==> config.mk <==
export PLATFORM = sky130hd
export DESIGN_NAME = max_pool_stream_flat
export DESIGN_NICKNAME = d
export VERILOG_FILES = /design/src/rtl/max_pool_stream_pkg.sv /design/src/rtl/max_pool_stream_if.sv /design/src/rtl/max_pool_stream_pool_line_buf.sv /design/src/rtl/max_pool_stream.sv /design/src/flat_wrapper.sv
export SDC_FILE = /design/constraint.sdc
export NUM_CORES = 1
export LEC_CHECK = 0
export BUFFER_PORTS_ARGS = -buffer_cell sky130_fd_sc_hd__buf_2
export CAP_MARGIN = 20
export CORE_MARGIN = 4
export CORE_UTILIZATION = 59
export CTS_CLUSTER_DIAMETER = 120
export CTS_CLUSTER_SIZE = 25
export DETAILED_ROUTE_END_ITERATION = 16
export PLACE_DENSITY = 0.78
export SETUP_SLACK_MARGIN = 0.05
export SLEW_MARGIN = 0
export SYNTH_ARGS = -nofsm -noshare
export SYNTH_HDL_FRONTEND = slang
export SYNTH_SLANG_ARGS = --single-unit
==> constraint.sdc <==
create_clock -name clk1 -period 5.2 [get_ports clk1]
set_clock_uncertainty 0.15 [all_clocks]
set_input_delay 0.78 -clock clk1 [delete_from_list [all_inputs] [get_ports clk1]]
set_output_delay 0.78 -clock clk1 [all_outputs]
set_load 0.02 [all_outputs]
==> src/rtl/max_pool_stream_pkg.sv <==
// max_pool_stream_pkg: shared FSM encoding, counter width helper and signed max
package max_pool_stream_pkg;
  localparam logic [1:0] S_IDLE = 2'd0;
  localparam logic [1:0] S_RUN  = 2'd1;
  localparam logic [1:0] S_DONE = 2'd2;
  function automatic int cnt_w(input int n);
    return $clog2(n + 1);
  endfunction
  // Operands arrive sign-extended to 64 bits so any pixel width up to 64 shares one helper
  function automatic logic signed [63:0] smax(input logic signed [63:0] a, input logic signed [63:0] b);
    return (a >= b) ? a : b;
  endfunction
endpackage

==> src/rtl/max_pool_stream_if.sv <==
// max_pool_stream_if: conv pixel in / pooled pixel out stream pair
interface max_pool_stream_if #(
  parameter int DATA_W = 16
);
  logic                     in_valid;
  logic signed [DATA_W-1:0] in_data;
  logic                     out_valid;
  logic signed [DATA_W-1:0] out_data;
  modport master (output in_valid, output in_data, input out_valid, input out_data);
  modport slave (input in_valid, input in_data, output out_valid, output out_data);
endinterface

==> src/rtl/max_pool_stream_pool_line_buf.sv <==
// pool_line_buf: half-row store of horizontal maxima, registered write, async read
module pool_line_buf #(
  parameter int DATA_W = 16,
  parameter int DEPTH  = 2,
  parameter int AW     = 1
) (
  input  logic                     clk1,
  input  logic                     we,
  input  logic [AW-1:0]            waddr,
  input  logic signed [DATA_W-1:0] wdata,
  input  logic [AW-1:0]            raddr,
  output logic signed [DATA_W-1:0] rdata
);
  logic signed [DATA_W-1:0] mem_q [DEPTH];
  always_ff @(posedge clk1) begin
    if (we) mem_q[waddr] <= wdata;
  end
  assign rdata = mem_q[raddr];
endmodule

==> src/rtl/max_pool_stream.sv <==
// max_pool_stream: 2x2/stride-2 signed max-pool over a raster conv stream, or 1-cycle bypass
module max_pool_stream
  import max_pool_stream_pkg::*;
#(
  parameter int DATA_W   = 16,
  parameter int OFM_SIZE = 4,
  parameter int CO       = 4
) (
  input  logic             clk1,
  input  logic             rst,
  input  logic             start,
  input  logic             pool_en,
  max_pool_stream_if.slave s,
  output logic             busy,
  output logic             end_pool
);
  localparam int CW   = cnt_w(OFM_SIZE);
  localparam int HW   = cnt_w(CO);
  localparam int LB_D = (OFM_SIZE / 2 > 0) ? OFM_SIZE / 2 : 1;
  localparam int AW   = (LB_D > 1) ? $clog2(LB_D) : 1;
  logic [1:0]               state_q, state_d;
  logic                     mode_q, mode_d;
  logic [CW-1:0]            col_q, col_d, row_q, row_d;
  logic [HW-1:0]            ch_q, ch_d;
  logic signed [DATA_W-1:0] h_q, h_d, out_data_q, out_data_d;
  logic signed [DATA_W-1:0] hmax, lb_rd, pooled;
  logic                     out_valid_q, out_valid_d, end_q, end_d;
  logic                     idle, acc, col_last, row_last, ch_last, last_px, lb_we;
  logic [AW-1:0]            lb_addr;
  always_comb begin
    idle        = state_q == S_IDLE;
    acc         = (state_q == S_RUN) & s.in_valid;
    col_last    = col_q == CW'(OFM_SIZE - 1);
    row_last    = row_q == CW'(OFM_SIZE - 1);
    ch_last     = ch_q == HW'(CO - 1);
    last_px     = acc & col_last & row_last & ch_last;
    lb_addr     = AW'(col_q >> 1);
    hmax        = DATA_W'(smax(64'(h_q), 64'($signed(s.in_data))));
    pooled      = DATA_W'(smax(64'(lb_rd), 64'(hmax)));
    lb_we       = acc & mode_q & col_q[0] & ~row_q[0];
    state_d     = idle ? (start ? S_RUN : S_IDLE) : (state_q == S_RUN) ? (last_px ? S_DONE : S_RUN) : S_IDLE;
    mode_d      = (idle & start) ? pool_en : mode_q;
    col_d       = idle ? '0 : acc ? (col_last ? '0 : col_q + CW'(1)) : col_q;
    row_d       = idle ? '0 : (acc & col_last) ? (row_last ? '0 : row_q + CW'(1)) : row_q;
    ch_d        = idle ? '0 : (acc & col_last & row_last) ? (ch_last ? '0 : ch_q + HW'(1)) : ch_q;
    h_d         = (acc & ~col_q[0]) ? s.in_data : h_q;
    // a window closes on the odd column of an odd row; the odd-size fringe never qualifies
    out_valid_d = acc & (~mode_q | (col_q[0] & row_q[0]));
    out_data_d  = out_valid_d ? (mode_q ? pooled : s.in_data) : out_data_q;
    end_d       = last_px;
  end
  always_ff @(posedge clk1) begin
    if (rst) begin
      state_q     <= S_IDLE;
      mode_q      <= 1'b0;
      col_q       <= '0;
      row_q       <= '0;
      ch_q        <= '0;
      h_q         <= '0;
      out_valid_q <= 1'b0;
      out_data_q  <= '0;
      end_q       <= 1'b0;
    end else begin
      state_q     <= state_d;
      mode_q      <= mode_d;
      col_q       <= col_d;
      row_q       <= row_d;
      ch_q        <= ch_d;
      h_q         <= h_d;
      out_valid_q <= out_valid_d;
      out_data_q  <= out_data_d;
      end_q       <= end_d;
    end
  end
  pool_line_buf #(.DATA_W(DATA_W), .DEPTH(LB_D), .AW(AW)) u_lb (
    .clk1  (clk1),
    .we    (lb_we),
    .waddr (lb_addr),
    .wdata (hmax),
    .raddr (lb_addr),
    .rdata (lb_rd)
  );
  assign s.out_valid = out_valid_q;
  assign s.out_data  = out_data_q;
  assign busy        = state_q == S_RUN;
  assign end_pool    = end_q;
endmodule

==> src/flat_wrapper.sv <==
// flat-port wrapper written by rule: the top's interface ports become plain ports
module max_pool_stream_flat import max_pool_stream_pkg::*;
#(
  parameter int DATA_W   = 16,
  parameter int OFM_SIZE = 4,
  parameter int CO       = 4
)
  (clk1, rst, start, pool_en, busy, end_pool, s_in_valid, s_in_data, s_out_valid, s_out_data);
  max_pool_stream_if #(.DATA_W(DATA_W)) s_i ();
  input  logic clk1;
  input  logic rst;
  input  logic start;
  input  logic pool_en;
  output logic busy;
  output logic end_pool;
  input wire logic [$bits(s_i.in_valid)-1:0] s_in_valid;
  input wire logic [$bits(s_i.in_data)-1:0] s_in_data;
  output wire logic [$bits(s_i.out_valid)-1:0] s_out_valid;
  output wire logic [$bits(s_i.out_data)-1:0] s_out_data;
  assign s_i.in_valid = s_in_valid;
  assign s_i.in_data = s_in_data;
  assign s_out_valid = s_i.out_valid;
  assign s_out_data = s_i.out_data;
  max_pool_stream #(.DATA_W(DATA_W), .OFM_SIZE(OFM_SIZE), .CO(CO)) u_core (.clk1(clk1), .rst(rst), .start(start), .pool_en(pool_en), .s(s_i), .busy(busy), .end_pool(end_pool));
endmodule
==> impl_metrics.toml <==
[status]
status = "complete, no violations"

[power_and_ir_drop]
p_leak_uw = 0.00196
powerDensity_nw_per_um2 = 271
max-vdd-ir-drop_v = 0.000200

[finish]
syn_to_final_growth_pct = 10.3
final_nets = 514
diodes = 0
drive_gt1_share_pct = 23.1
final_common_cell = "dfxtp_1"
final_cell_mix = "dfxtp_1 (47), nand2_1 (43), buf_2 (39), nor3_1 (37), ha_1 (35)"
utilization_pct = 67.8

[critical_path]
cp.arrival_ns = 4.75
reg2regPathDepth = 16
cp-start-kind = "primary input"
cp_max_fo = 16
worstSetupEndpointType = "flip-flop"
crit_type = "primary input to flip-flop"
worstPathRequired_ns = 5.27
r2r-end = "u_core.s.out_data[7]"
regToRegStartpoint = "u_core.h_q[7]"
r2r_slack_ns = 0.82

[synthesis]
synthArstFlopShare_pct = 0
ys_types = 49
synthFlopType = "dfxtp_1"
synth_top_family_by_area = "simple AND/OR/NAND/NOR gates"
synth-simple-area-share_pct = 15.3
syn_inst = 422
synth_top_cell_area_share_pct = 22.8
ys_ff_latch = 79
syn_avg_cell_area_um2 = 10.0
synth_warnings = 0
synth_compound_area_share_pct = 13.3
synthesis.area_um2 = 4220
synth_mux_area_share_pct = 9.55
synth_fa_ha_area_share_pct = 10.4
synth_nets = 478
ys_top_cells_by_area = "edfxtp_1 (23%), dfxtp_1 (22%), ha_1 (10%), nor3_1 (4.4%), a21oi_1 (4.0%)"
yosysTopAreaCell = "edfxtp_1"
yosysSeqAreaShare_pct = 45.1
synth-edff-count = 32
synth-xor-area-share_pct = 0.415

[detailed_routing]
drt_pre_antenna_iters = 5
wl_met1_um = 4250
drc_errors = 0
vias_per_cell = 5.88
antenna_left = 0
routed-via-count = 3288
wl_met3_um = 569
drtIter0Drc = 247
met2_length_um = 4660
wl_per_cell_um = 17.3
highest-signal-layer = "met4"
routed_wl_um = 9670

[hold_path]
min_from = "u_core.row_q[2]"
whs_endpoint = "u_core.row_q[2]"
min_path_cells = 2
hp-class = "flip-flop to flip-flop"

[timing]
hold_viol_final = 0
slew_headroom_pct = 37.9
fin_crit_ns = 4.68
setup_viol = 0
grt_setup_unrepaired = "false"
setup_tns_ns = 0
fmax_mhz = 214
slew_violations = 0
hold_ws_ns = 0.298
worst_slew_pin_slew_ns = 0.929
period_share_pct = 90.0

[cts]
clockBufferDepth = 2
clk_latency_ns = 0.35
clk_pin_slew_worst_paths_ns = 0.07
clkSinkCount = 79
numCtsBuffers = 9
cts_max_level = 3
cts_tree = "built"
cts_resized = 0
cts.root.buffer_cell = "clkbuf_8"
cts_setup_buffers = 0
ctsHoldBuffers = 0

[grt]
grtUsageTotal_pct = 24.0
grt_max_degree = 40
grt_pass1_wl_um = 16000
overflow = 0
antenna_found_initial = 0
grt_pass1_vias = 3226

[run]
cap_violations = 0

[floorplan]
core-area_um2 = 6870
die_y_um = 92.6
die_w_um = 92.6
dieArea_um2 = 8570
initial_core_util_pct = 61.4
num_rows = 30
ios = 40

[place]
gp_congestion = 0.886
port_buffers = 39
hpwl_um = 6950
## cell usage after synthesis (2+ instances only)
library cell   n
dfxtp_1       47
nand2_1       43
nor3_1        37
ha_1          35
a21oi_1       34
inv_1         34
edfxtp_1      32
nor2_1        25
mux2_2        15
o31ai_1       15
clkbuf_1      13
mux2i_1       11
a21oi_2       10
mux2i_2        9
a21o_1         6
nand4_1        5
nor2b_1        5
buf_1          4
buf_6          3
o21ai_0        3
a211oi_1       2
and3_1         2
and4_1         2
nand3_1        2
nor4_1         2
or2_2          2
xnor2_1        2
## routing by layer
layer  GRT usage (%)  vias to the layer above
met5               0                        -
met4            8.42                        0
met3            4.55                       17
met2            39.4                      107
met1            31.8                     1580
li1                -                     1584
## flip-flops by register name (all words and copies together) (netlist names), named ones only
signal and count:
u_core.row_q 3, u_core.col_q 3, u_core.s.out_data 16, u_core.end_pool 1, u_core.s.out_valid 1, u_core.h_q 16, u_core.ch_q 3, u_core.state_q 2
u_core.mode_q 1, u_core.u_lb.mem_q 32
## worst max-delay path, stage by stage
cell	delay (ns)
buf_2	0.14
inv_1	0.06
ha_1	0.33
a21oi_1	0.16
o21ai_1	0.10
a221o_1	0.36
a21oi_1	0.19
o2bb2ai_2	0.30
buf_12	0.23
mux2i_1	0.40
ha_1	0.24
nand4_1	0.15
a2111oi_2	0.38
nor4bb_1	0.11
o22a_1	0.23
buf_4	0.20
o31ai_1	0.32
a21oi_2	0.05
## report_power, final
group / internal, µW / switching (µW)
Sequential: 663 / 13.3
Clock: 172 / 213
Combinational: 78.8 / 124
## how the worst max path moves through the flow
stage,from,endpoint,slack (ns),cells past startpoint
CTS,s_in_data[7],u_core.s.out_data[7],0.56,18
detailed placement,s_in_data[7],u_core.s.out_data[4],0.25,18
global route,s_in_data[7],u_core.s.out_data[7],0.29,18
finish,s_in_data[7],u_core.s.out_data[7],0.52,18
floorplan,s_in_data[7],u_core.s.out_data[10],0.70,20
global placement,s_in_data[7],u_core.s.out_data[9],0.39,18
## cell type report
class | instances | area (µm²)
Fill cell | 543 | 2210
Tap cell | 96 | 120
Timing Repair Buffer | 47 | 268
Clock inverter | 4 | 23.8
Clock buffer | 12 | 135
Inverter | 34 | 128
Multi-Input combinational cell | 287 | 2080
Sequential cell | 79 | 1900
## cells by family (layout without fill, tap and decap cells)
family | after synthesis | count (layout)
compound gates | 82 | 82
xor+xnor | 2 | 2
fa+ha+maj | 35 | 35
buf+inv | 56 | 97
flops | 79 | 79
mux | 35 | 35
simple gates | 133 | 133
## through the flow
stage          setup WS (ns)  area [µm²]  instances  power, µW
3_5_place_dp           0.253        4490        542        889
4_1_cts                0.560        4650        558       1270
6_report               0.521        4660        559       1260
5_1_grt                0.288        4660        559       1320
2_1_floorplan          0.702        4220        422        831
3_3_place_gp           0.386        4490        542        882
Note: power is estimated with default switching activity, not from simulation.
